## src/rtl/seq_decode_stage_pkg.sv

```systemverilog
// Shared sequencer word types, decode helpers and the decoded-entry record
// passed from the decode stage to the execute stage.
package seq_decode_stage_pkg;

   localparam int WORD_WIDTH   = 16;
   localparam int JMP_WIDTH    = 6;
   localparam int INSTR_DATA_W = 11;
   localparam int MAX_ADDR_W   = 16;
   localparam int JMP_DIR_BIT  = JMP_WIDTH;

   typedef logic [WORD_WIDTH-1:0]   seq_word_t;
   typedef logic [INSTR_DATA_W-1:0] instr_data_t;

   typedef enum logic [1:0] {
      CMD_NOP   = 2'd0,
      RUN_INSTR = 2'd1,
      CMD_WAIT  = 2'd2,
      CMD_HALT  = 2'd3
   } cmd_t;

   typedef enum logic [2:0] {
      INSTR_NOP        = 3'd0,
      INSTR_WRITE      = 3'd1,
      INSTR_READ       = 3'd2,
      INSTR_UNCOND_JMP = 3'd3,
      INSTR_COMP_JMP   = 3'd4,
      INSTR_WAIT_EV    = 3'd5,
      INSTR_SET_FLAG   = 3'd6,
      INSTR_CLR_FLAG   = 3'd7
   } instr_t;

   typedef enum logic {
      JUMP_FWD  = 1'b0,
      JUMP_BACK = 1'b1
   } jmp_dir_t;

   typedef enum logic [1:0] {
      BUF_EMPTY = 2'd0,
      BUF_ONE   = 2'd1,
      BUF_TWO   = 2'd2
   } buf_state_t;

   // Addresses are carried at MAX_ADDR_W; the stage uses the low ADDR_W bits.
   typedef struct packed {
      cmd_t                  cmd_type;
      instr_t                instr_type;
      instr_data_t           instr_data;
      logic [MAX_ADDR_W-1:0] pc;
      logic                  jmp_taken;
      logic [MAX_ADDR_W-1:0] jmp_target;
      logic                  jmp_err;
   } decoded_entry_t;

   function automatic int get_word_width();
      return WORD_WIDTH;
   endfunction

   function automatic int get_jmp_width();
      return JMP_WIDTH;
   endfunction

   function automatic cmd_t get_word_type(input seq_word_t word);
      return cmd_t'(word[WORD_WIDTH-1 -: 2]);
   endfunction

   function automatic instr_t get_instruction_type(input seq_word_t word);
      return instr_t'(word[WORD_WIDTH-3 -: 3]);
   endfunction

   function automatic instr_data_t get_instruction_data(input seq_word_t word);
      return word[INSTR_DATA_W-1:0];
   endfunction

   // Bits above the caller's address width hold the carry/borrow.
   function automatic logic [MAX_ADDR_W:0] resolve_jump(
      input logic [MAX_ADDR_W-1:0] pc,
      input logic [MAX_ADDR_W-1:0] offset,
      input logic                  back
   );
      if (back)
         return {1'b0, pc} - {1'b0, offset};
      else
         return {1'b0, pc} + {1'b0, offset};
   endfunction

endpackage

```

## src/rtl/seq_skid_buf2.sv

```systemverilog
// Two-entry valid/ready buffer for decoded entries; entry 0 is always the head
// and drives the output, so payload is stable while the consumer stalls.
module seq_skid_buf2
   import seq_decode_stage_pkg::*;
(
   input  logic           clk_i,
   input  logic           rst_i,
   input  logic           flush_i,
   input  logic           in_valid_i,
   input  decoded_entry_t in_data_i,
   output logic           in_ready_o,
   output logic           out_valid_o,
   output decoded_entry_t out_data_o,
   input  logic           out_ready_i
);

   buf_state_t     state_reg;
   buf_state_t     state_next;
   decoded_entry_t entry0_reg;
   decoded_entry_t entry1_reg;
   logic           ready_reg;
   logic           accept;
   logic           pop;

   assign accept = in_valid_i & ready_reg & ~flush_i;
   assign pop    = (state_reg != BUF_EMPTY) & out_ready_i;

   always_ff @(posedge clk_i) begin
      if (rst_i) begin
         state_reg <= BUF_EMPTY;
         ready_reg <= 1'b0;
      end else begin
         state_reg <= state_next;
         ready_reg <= (state_next != BUF_TWO);
      end
   end

   always_comb begin
      state_next = state_reg;
      if (flush_i) begin
         state_next = BUF_EMPTY;
      end else begin
         case (state_reg)
            BUF_EMPTY: if (accept) state_next = BUF_ONE;
            BUF_ONE: begin
               if (accept && !pop)
                  state_next = BUF_TWO;
               else if (pop && !accept)
                  state_next = BUF_EMPTY;
            end
            BUF_TWO:   if (pop) state_next = BUF_ONE;
            default:   state_next = BUF_EMPTY;
         endcase
      end
   end

   // Incoming data always lands in the head slot unless the head is still waiting.
   always_ff @(posedge clk_i) begin
      if (rst_i) begin
         entry0_reg <= '0;
         entry1_reg <= '0;
      end else begin
         case (state_reg)
            BUF_EMPTY: if (accept) entry0_reg <= in_data_i;
            BUF_ONE: begin
               if (accept && pop)
                  entry0_reg <= in_data_i;
               else if (accept)
                  entry1_reg <= in_data_i;
            end
            BUF_TWO:   if (pop) entry0_reg <= entry1_reg;
            default: ;
         endcase
      end
   end

   always_comb begin
      in_ready_o  = ready_reg;
      out_valid_o = (state_reg != BUF_EMPTY);
      out_data_o  = entry0_reg;
   end

endmodule

```

## src/rtl/seq_decode_stage.sv

```systemverilog
// Registered sequencer word decoder: decodes command/instruction fields and
// resolves jumps to absolute targets, buffered through a 2-entry skid buffer.
module seq_decode_stage
   import seq_decode_stage_pkg::*;
#(
   parameter int ADDR_W          = 8,
   parameter int JMP_W           = get_jmp_width(),
   parameter int WORD_W          = get_word_width(),
   parameter bit COND_JMP_INVERT = 1'b0
) (
   input  logic              clk_i,
   input  logic              rst_i,
   input  logic              flush_i,
   input  logic [WORD_W-1:0] word_i,
   input  logic [ADDR_W-1:0] pc_i,
   input  logic              cond_i,
   input  logic              word_valid_i,
   output logic              word_ready_o,
   output logic              out_valid_o,
   input  logic              out_ready_i,
   output cmd_t              cmd_type_o,
   output instr_t            instr_type_o,
   output instr_data_t       instr_data_o,
   output logic [ADDR_W-1:0] pc_o,
   output logic              jmp_taken_o,
   output logic [ADDR_W-1:0] jmp_target_o,
   output logic              jmp_err_o
);

   // ADDR_W must lie in [JMP_W, MAX_ADDR_W] for the offset and carry bit to fit.
   cmd_t                  cmd_type;
   instr_t                instr_type;
   instr_data_t           instr_data;
   logic [JMP_W-1:0]      jmp_offset;
   logic                  jmp_back;
   logic                  is_jump;
   logic [MAX_ADDR_W:0]   jmp_sum;
   decoded_entry_t        in_entry;
   decoded_entry_t        out_entry;
   logic                  unused_bits;

   always_comb begin
      cmd_type   = get_word_type(word_i);
      instr_type = get_instruction_type(word_i);
      instr_data = get_instruction_data(word_i);
      jmp_offset = instr_data[JMP_W-1:0];
      jmp_back   = (instr_data[JMP_DIR_BIT] == JUMP_BACK);
      is_jump    = (cmd_type == RUN_INSTR) &&
                   ((instr_type == INSTR_UNCOND_JMP) || (instr_type == INSTR_COMP_JMP));
      jmp_sum    = resolve_jump(MAX_ADDR_W'(pc_i), MAX_ADDR_W'(jmp_offset), jmp_back);

      in_entry            = '0;
      in_entry.cmd_type   = cmd_type;
      in_entry.instr_type = instr_type;
      in_entry.instr_data = instr_data;
      in_entry.pc         = MAX_ADDR_W'(pc_i);
      // Range error is reported for any jump, taken or not.
      if (is_jump) begin
         in_entry.jmp_taken  = (instr_type == INSTR_UNCOND_JMP) | (cond_i ^ COND_JMP_INVERT);
         in_entry.jmp_target = MAX_ADDR_W'(jmp_sum[ADDR_W-1:0]);
         in_entry.jmp_err    = jmp_sum[ADDR_W];
      end
   end

   seq_skid_buf2 u_skid (
      .clk_i       (clk_i),
      .rst_i       (rst_i),
      .flush_i     (flush_i),
      .in_valid_i  (word_valid_i),
      .in_data_i   (in_entry),
      .in_ready_o  (word_ready_o),
      .out_valid_o (out_valid_o),
      .out_data_o  (out_entry),
      .out_ready_i (out_ready_i)
   );

   assign cmd_type_o   = out_entry.cmd_type;
   assign instr_type_o = out_entry.instr_type;
   assign instr_data_o = out_entry.instr_data;
   assign pc_o         = out_entry.pc[ADDR_W-1:0];
   assign jmp_taken_o  = out_entry.jmp_taken;
   assign jmp_target_o = out_entry.jmp_target[ADDR_W-1:0];
   assign jmp_err_o    = out_entry.jmp_err;

   assign unused_bits = ^{out_entry, jmp_sum};

endmodule

```

## config.mk

```make
export PLATFORM = sky130hd
export DESIGN_NAME = seq_decode_stage
export DESIGN_NICKNAME = d
export VERILOG_FILES = /design/src/rtl/seq_decode_stage_pkg.sv /design/src/rtl/seq_skid_buf2.sv /design/src/rtl/seq_decode_stage.sv
export SDC_FILE = /design/constraint.sdc
export NUM_CORES = 1
export LEC_CHECK = 0
export CORE_MARGIN = 8
export CORE_UTILIZATION = 56
export CTS_CLUSTER_DIAMETER = 120
export CTS_CLUSTER_SIZE = 30
export DETAILED_ROUTE_END_ITERATION = 12
export PLACE_DENSITY = 0.92
export SLEW_MARGIN = 20
export SYNTH_ARGS = -nofsm -noshare
export SYNTH_HDL_FRONTEND = slang
export SYNTH_SLANG_ARGS = --single-unit
```

## constraint.sdc

```tcl
create_clock -name clk_i -period 6.5 [get_ports clk_i]
set_input_delay 1.3 -clock clk_i [delete_from_list [all_inputs] [get_ports clk_i]]
set_output_delay 1.3 -clock clk_i [all_outputs]
set_load 0.03 [all_outputs]
```

==> flow_summary.toml, run 1 <==
[route]
routedWlPerCell_um = 16.03
dr.first_iter.drc_count = 269
drc = 0
avgViaCountPerCell = 5.794
routed_wl_um = 9107
drtAntennaViolNets = 0
vias = 3291
first_pass_iters = 4

[clock_network]
clk_latency_ps = 350
cts_resized = 0
ctsHoldBuffers = 0
htree_levels = 3
cts.sinks = 71
cts_tree = "built"
cts_buffers = 9
clk_pin_slew_worst_paths_ps = 90
postCtsSetupRepairBufs = 0
ctsRootBufferMaster = "clkbuf_8"
cts.path.max_buffers = 2

[min_path]
hold_class = "register to register"

[yosys]
synth_ff_type = "dfxtp_1"
synth_cells = 439
synth-seq-cells = 71
postSynthAreaPerCell_um2 = 7.789
post-synth-top-area-cell = "dfxtp_1"
async_flop_share_pct = 0
syn-cell-area_um2 = 3420
yosysWarnings = 0
synth.distinct_cells = 44
synth_area_leaders = "dfxtp_1 42%, nand2_1 11%, a21oi_1 7.3%"
synth_edf_count = 0
syn_nets = 479
yosysSeqAreaShare_pct = 41.57
synth_top_area_share_pct = 41.57

[run_status]
outcome = "finished, final reports clean"

[sta]
hold_viol_final = 0
relSlewSlack_pct = 51.39
setup-tns-final_ps = 0
rsz0062_at_grt = "false"
tightest_slew_ps = 729.2
fin_crit_sh_pct = 61.03
period_minus_slack_ps = 3967
fin_worst_skew_ps = 10.65
drv_slew = 0
whs_ps = 458.1
setup-violations-final = 0
fmax_ghz = 0.2521

[worst_setup_path]
worstSetupEndpointType = "register"
worstSetupPathType = "input port to register"
crit_top_cell = "a21oi_1"
crit_buf_inv = 2
cp.required_ps = 6750
max_stage_delay_ps = 610
arrival_ps = 4220
critPathTopFamily = "adder cells"
slowest_stage = "clkdlybuf4s50_1"
start_kind = "input port"
crit_fanout = 6
crit_chain = "clkdlybuf4s50_1 -> inv_1 -> ha_1 -> mux2_2 -> fa_1 -> nand2b_1 -> a21oi_1 -> a21oi_1 -> or4_1 -> a311oi_1"

[place]
gp_congestion = 0.8640
io_buffers = 65
hpwl_um = 5956

[floorplan]
initial_core_util_pct = 57.76
die_width_um = 94.14
die_height_um = 94.14
ios = 66
die_area_um2 = 8862
coreArea_um2 = 5921
row_count = 28

[global_route]
grt_pass1_vias = 3258
grt_max_degree = 73
antenna_found_initial = 0
grt_overflow_total = 0
track_usage_pct = 20.90
grt_first_pass_wirelength_um = 14970

[power_and_ir_drop]
vdd_drop_max_uv = 157.7
leakage_nw = 1.541
power_density_nw_per_um2 = 254.5
power.total_mw = 1.098

[finish]
nNetsFinal = 528
syn_to_final_growth_pct = 26.16
n_antenna_cell = 0
drive_gt1_share_pct = 6.897

[flow_run]
drv_cap = 0
[cells by family after synthesis]
logic type | after synthesis | synth area share [%]
AO/OA/AOI/OAI | 105 | 20.60
XOR/XNOR | 9 | 2.305
adder cells (fa/ha/maj) | 10 | 3.879
buffers and inverters | 39 | 4.866
flip-flops | 71 | 41.57
multiplexers | 3 | 0.9147
AND/OR/NAND/NOR | 202 | 25.87
[worst min-delay path: cells and delay by family (launching register included)]
kind	cells	cell delay, ps
and+or+nand+nor	1	50
AOI/OAI and AO/OA	1	50
DFF	1	320
[where the power goes]
| group | total, mW | internal, mW | switching, mW |
|---|---|---|---|
| clock | 0.434 | 0.256 | 0.178 |
| sequential | 0.460 | 0.451 | 0.00919 |
| combinational | 0.204 | 0.0849 | 0.119 |
| total | 1.10 | 0.792 | 0.306 |
[stage by stage]
stage	setup slack, ps	instances	cell area (um^2)	utilization, %
2_1_floorplan	3010	439	3420	-
3_3_place_gp	2372	552	4060	68.58
3_5_place_dp	2225	552	4060	68.58
4_1_cts	2570	568	4304	72.70
5_1_grt	2357	568	4314	72.87
6_report	2533	568	4314	72.87
[layer usage]
layer  share of wire (%)  GRT usage (%)
met1                  41          24.14
met2                  49          35.57
met3                 7.4          5.196
met4                 1.8          8.983
met5                   0              0
[path summary, 6_finish.rpt]
check                         from               endpoint  cells past startpoint  slack [ps]
max                      word_i[1]   u_skid.out_data_o[0]                     10        2530
min          u_skid.entry1_reg[43]  u_skid.entry1_reg[43]                      2         460
max reg2reg    u_skid.state_reg[1]   u_skid.out_data_o[4]                      5        4430
min reg2reg  u_skid.entry1_reg[43]  u_skid.entry1_reg[43]                      2         460
[synth_stat cells, types with 2 or more instances]
cell,count
nor2b_1,4
inv_1,7
ha_1,9
dfxtp_1,71
buf_4,2
or4_1,2
nand3b_1,5
nor2_1,55
nor3_1,13
a21oi_1,50
nand3_1,3
a211oi_1,8
nand2b_1,6
clkbuf_1,19
a211oi_2,2
o21ai_1,7
nand2_1,104
a21o_1,2
o21ai_0,3
buf_2,10
a311oi_1,25
mux2i_1,2
xor2_1,5
a32oi_1,2
xnor2_1,4
[layout by cell type (no fill, tap or decap), types with 2 or more instances in the layout]
cell / instances
nand2b_1: 6
dfxtp_1: 71
nand2_1: 104
xnor2_1: 4
xor2_1: 5
bufinv_16: 3
nor2b_1: 3
o21ai_0: 3
o21ai_1: 6
nor3_1: 13
a211oi_1: 8
nor2_1: 55
buf_4: 5
mux2i_1: 2
nand3b_1: 5
a211oi_2: 2
a32oi_1: 2
a21oi_1: 50
nand3_1: 3
a311oi_1: 25
clkdlybuf4s50_1: 64
ha_1: 9
inv_1: 7
or4_1: 2
clkbuf_8: 9
[cell type report]
cell class | count | area [um^2]
multi-input cells | 329 | 1846
inverters | 7 | 26.28
flip-flops and latches | 71 | 1421
repair buffers | 70 | 683.2
clock inverters | 7 | 120.1
well taps | 75 | 93.84
fillers | 445 | 1607
clock buffers | 9 | 123.9
Note: power is estimated with default switching activity, not from simulation.
==> run 2, diff against run 1 <==
--- a/config.mk
+++ b/config.mk
@@ -6,11 +6,11 @@
 export NUM_CORES = 1
 export LEC_CHECK = 0
 export CORE_MARGIN = 8
-export CORE_UTILIZATION = 56
+export CORE_UTILIZATION = 52
 export CTS_CLUSTER_DIAMETER = 120
 export CTS_CLUSTER_SIZE = 30
 export DETAILED_ROUTE_END_ITERATION = 12
-export PLACE_DENSITY = 0.92
+export PLACE_DENSITY = 0.87
 export SLEW_MARGIN = 20
 export SYNTH_ARGS = -nofsm -noshare
 export SYNTH_HDL_FRONTEND = slang
==> constraint.sdc (replaced) <==
create_clock -name clk_i -period 4.05 [get_ports clk_i]
set_input_delay 0.81 -clock clk_i [delete_from_list [all_inputs] [get_ports clk_i]]
set_output_delay 0.81 -clock clk_i [all_outputs]
set_load 0.03 [all_outputs]
==> flow_summary.toml, run 2 (synthesized netlist as in run 1, its figures left out) <==
[worst_setup_path]
worstSetupPathDepth = 10
crit_buf_inv = 2
reg2regPathDepth = 7
start_kind = "input port"
worstSetupEndpointType = "register"
critPathTopFamily = "simple AND/OR/NAND/NOR gates"
r2r_setup_slack_ps = 1920
r2r_start = "u_skid.state_reg[0]"
max_stage_delay_ps = 600
rr_endpoint = "u_skid.out_data_o[7]"
slowest_stage = "clkdlybuf4s50_1"
cp.required_ps = 4300
startpoint = "word_i[0]"
crit_fanout = 6
arrival_ps = 3690
endpoint = "u_skid.out_data_o[7]"
crit_chain = "clkdlybuf4s50_1 -> inv_1 -> ha_1 -> mux2_2 -> fa_1 -> nand2b_1 -> a211oi_2 -> nor2b_1 -> or4_1 -> a311oi_2"
worstSetupPathType = "input port to register"

[global_route]
track_usage_pct = 18.31
grt_first_pass_wirelength_um = 14700
grt_max_degree = 53
grt_overflow_total = 0
antenna_found_initial = 0
grt_pass1_vias = 3247

[sta]
period_minus_slack_ps = 3441
setup-violations-final = 0
fmax_ghz = 0.2906
setup_ws_ps = 609.2
setup-tns-final_ps = 0
tightest_slew_ps = 783.6
fin_worst_skew_ps = 5.433
rsz0062_at_grt = "false"
hold_viol_final = 0
relSlewSlack_pct = 47.76
drv_slew = 0
fin_crit_sh_pct = 84.96
whs_ps = 458.1

[finish]
n_antenna_cell = 0
mostFrequentLayoutCells = "104 x nand2_1, 71 x dfxtp_1, 64 x clkdlybuf4s50_1"
drive_gt1_share_pct = 7.475
regArea_um2 = 1421
final_cells = 572
nNetsFinal = 530
final_common_cell = "nand2_1"
syn_to_final_growth_pct = 24.55
multiInputGateArea_um2 = 1843
n_fill_cell = 538
finalInstanceArea_um2 = 4259

[clock_network]
ctsHoldBuffers = 0
htree_levels = 3
cts_resized = 0
cts.sinks = 71
clk_latency_ps = 340
cts.path.max_buffers = 2
ctsRootBufferMaster = "clkbuf_8"
postCtsSetupRepairBufs = 0
clk_pin_slew_worst_paths_ps = 70
cts_buffers = 9
cts_tree = "built"

[route]
dr.first_iter.drc_count = 208
vias = 3222
routedWlPerCell_um = 15.24
first_pass_iters = 4
routed_wl_um = 8715
avgViaCountPerCell = 5.633
drtAntennaViolNets = 0
drc = 0

[floorplan]
initial_core_util_pct = 53.85
row_count = 29
die_height_um = 97.09
die_area_um2 = 9426
coreArea_um2 = 6350
die_width_um = 97.09
ios = 66

[place]
pre_cts_slack_ps = 299.0
hpwl_um = 6152
gp_congestion = 0.8499
io_buffers = 65
place_inst = 556
placed_area_um2 = 4085

[power_and_ir_drop]
vdd_drop_max_uv = 263.3
power_density_nw_per_um2 = 366.7
leakage_nw = 1.522

[min_path]
hold_path_depth = 2
min_from = "u_skid.entry1_reg[34]"
hold_class = "register to register"

[flow_run]
drv_cap = 0

[run_status]
outcome = "finished, final reports clean"
run 2: worst min-delay path, delay by kind of cell, from the launching register on:
family           cells  cell delay, ps
AND/OR/NAND/NOR      1              50
AO/OA/AOI/OAI        1              50
flip-flops           1             310
run 2: per-stage QoR:
| stage | power [mW] | utilization (%) |
|---|---|---|
| 2_1_floorplan | 0.9573 | - |
| 3_3_place_gp | 1.071 | 64.34 |
| 3_5_place_dp | 1.080 | 64.34 |
| 4_1_cts | 1.574 | 67.07 |
| 5_1_grt | 1.632 | 67.07 |
| 6_report | 1.562 | 67.07 |
run 2: cell type report:
class | instances | share of cell area, %
multi-input cells | 329 | 43.27
flip-flops and latches | 71 | 33.37
repair buffers | 72 | 16.39
clock buffers | 10 | 3.231
well taps | 77 | 2.262
clock inverters | 6 | 0.8519
inverters | 7 | 0.6169
run 2: power breakdown:
part,leakage (nW),switching [mW],internal [mW]
logic,0.852,0.191,0.137
registers,0.578,0.0144,0.724
clock network,0.0918,0.261,0.235
run 2: how the worst min path moves through the flow:
stage / to
global placement: u_skid.entry1_reg[43]
CTS: u_skid.entry1_reg[34]
global route: u_skid.entry1_reg[35]
finish: u_skid.entry1_reg[34]
detailed placement: u_skid.entry1_reg[39]
floorplan: u_skid.entry1_reg[18]
run 2: per-layer routing:
metal / wire length (um) / global-route usage, %
met1: 3723 / 21.31
met2: 4198 / 30.94
met3: 644 / 4.908
met4: 149 / 7.574
met5: 0 / 0
==> run 3, diff against run 2 <==
--- a/config.mk
+++ b/config.mk
@@ -6,11 +6,11 @@
 export NUM_CORES = 1
 export LEC_CHECK = 0
 export CORE_MARGIN = 8
-export CORE_UTILIZATION = 52
+export CORE_UTILIZATION = 47
 export CTS_CLUSTER_DIAMETER = 120
 export CTS_CLUSTER_SIZE = 30
 export DETAILED_ROUTE_END_ITERATION = 12
-export PLACE_DENSITY = 0.87
+export PLACE_DENSITY = 0.83
 export SLEW_MARGIN = 20
 export SYNTH_ARGS = -nofsm -noshare
 export SYNTH_HDL_FRONTEND = slang
==> constraint.sdc (replaced) <==
create_clock -name clk_i -period 3.1 [get_ports clk_i]
set_input_delay 0.62 -clock clk_i [delete_from_list [all_inputs] [get_ports clk_i]]
set_output_delay 0.62 -clock clk_i [all_outputs]
set_load 0.03 [all_outputs]
==> flow_summary.toml, run 3 (synthesized netlist as in run 1, its figures left out) <==
[sta]
setup-violations-final = 0
hold_viol_final = 0
rsz0062_at_grt = "false"
tightest_slew_ps = 723.1
fin_worst_skew_ps = 7.099
drv_slew = 0
period_minus_slack_ps = 2921
fmax_ghz = 0.3423
fin_crit_sh_pct = 94.23
relSlewSlack_pct = 51.80

[clock_network]
clk_pin_slew_worst_paths_ps = 80
htree_levels = 3
ctsRootBufferMaster = "clkbuf_8"
ctsHoldBuffers = 0
cts.sinks = 71
cts_tree = "built"
cts_buffers = 9
clk_latency_ps = 350
cts.path.max_buffers = 2

[flow_run]
drv_cap = 0

[place]
gp_congestion = 0.8836
placed_area_um2 = 4240
place_inst = 595
io_buffers = 65
hpwl_um = 6211

[finish]
final_common_cell = "nand2_1"
finalInstanceArea_um2 = 4458
drive_gt1_share_pct = 10.16
nNetsFinal = 547
mostFrequentLayoutCells = "104 x nand2_1, 71 x dfxtp_1, 63 x clkdlybuf4s50_1"
syn_to_final_growth_pct = 30.37
n_antenna_cell = 0
final_cells = 611

[global_route]
grt_max_degree = 42
grt_pass1_vias = 3211
grt_overflow_total = 0
grt_first_pass_wirelength_um = 14770
track_usage_pct = 17.91
antenna_found_initial = 0

[worst_setup_path]
cp.required_ps = 3370
start_kind = "input port"
worstSetupEndpointType = "register"
crit_fanout = 2
worstSetupPathType = "input port to register"
arrival_ps = 3190

[route]
drc = 0
highest_layer = "met4"
routed_wl_um = 8822
met3_length_um = 525
wl_met1_um = 3963
first_pass_iters = 4
wl_met2_um = 4172
vias = 3265
routedWlPerCell_um = 14.44
dr.first_iter.drc_count = 122
avgViaCountPerCell = 5.344
drtAntennaViolNets = 0

[power_and_ir_drop]
leakage_nw = 1.627
vdd_drop_max_uv = 243.0
power_density_nw_per_um2 = 496.9

[floorplan]
die_width_um = 101.3
coreArea_um2 = 7137
ios = 66
initial_core_util_pct = 47.91
die_area_um2 = 10260
die_height_um = 101.3
row_count = 31

[min_path]
hold_class = "register to register"

[run_status]
outcome = "finished, final reports clean"
## run 3: metal layers
layer	track usage [%]	vias to the layer above
met5	0	-
met4	8.247	0
met3	4.742	12
met2	29.71	80
met1	21.10	1525
li1	-	1648
## run 3: metrics by stage
step | util, % | setup slack [ps] | hold slack (ps) | power, mW | TNS, ps
after floorplan | - | 289.8 | 436.6 | 1.251 | 0
after global placement | 59.41 | -287.8 | 441.3 | 1.426 | -835.8
after detailed placement | 59.41 | -355.9 | 448.6 | 1.438 | -1491
after CTS | 62.29 | 17.36 | 459.1 | 2.225 | 0
after global routing | 62.46 | 71.75 | 475.3 | 2.314 | 0
final | 62.46 | 178.8 | 457.8 | 2.215 | 0
## run 3: layout make-up
| class | instances | area (um^2) |
|---|---|---|
| fill | 663 | 2679 |
| tap | 99 | 123.9 |
| multi-input combinational | 329 | 1853 |
| timing repair buffer | 89 | 828.3 |
| clock inverter | 4 | 70.07 |
| clock buffer | 12 | 135.1 |
| inverter | 7 | 26.28 |
| sequential | 71 | 1421 |
## run 3: final timing paths
check,slack [ps],to,from,cells past startpoint
worst max-delay path,180,u_skid.out_data_o[0],word_i[1],10
worst min-delay path,460,u_skid.entry1_reg[47],u_skid.entry1_reg[47],2
worst max register to register,1130,u_skid.out_data_o[7],u_skid.state_reg[0],6
worst min register to register,460,u_skid.entry1_reg[47],u_skid.entry1_reg[47],2
## run 3: power by group
part	internal [mW]	switching, mW	leakage, nW
combinational	0.204	0.254	0.945
sequential	0.946	0.0192	0.578
clock	0.452	0.341	0.104
## run 3: timing repair
action / 4_1_cts / 5_1_grt
buffers inserted: 0 / 0
resized for setup: 0 / 3
setup endpoints to repair: 0 / 3
## run 3: worst max-delay path: stages
cell	delay, ps
clkdlybuf4s50_1	480
inv_1	50
ha_1	260
mux2_2	300
fa_2	370
nand2b_4	150
a21oi_1	220
a21oi_1	120
or4_1	400
a311oi_1	220
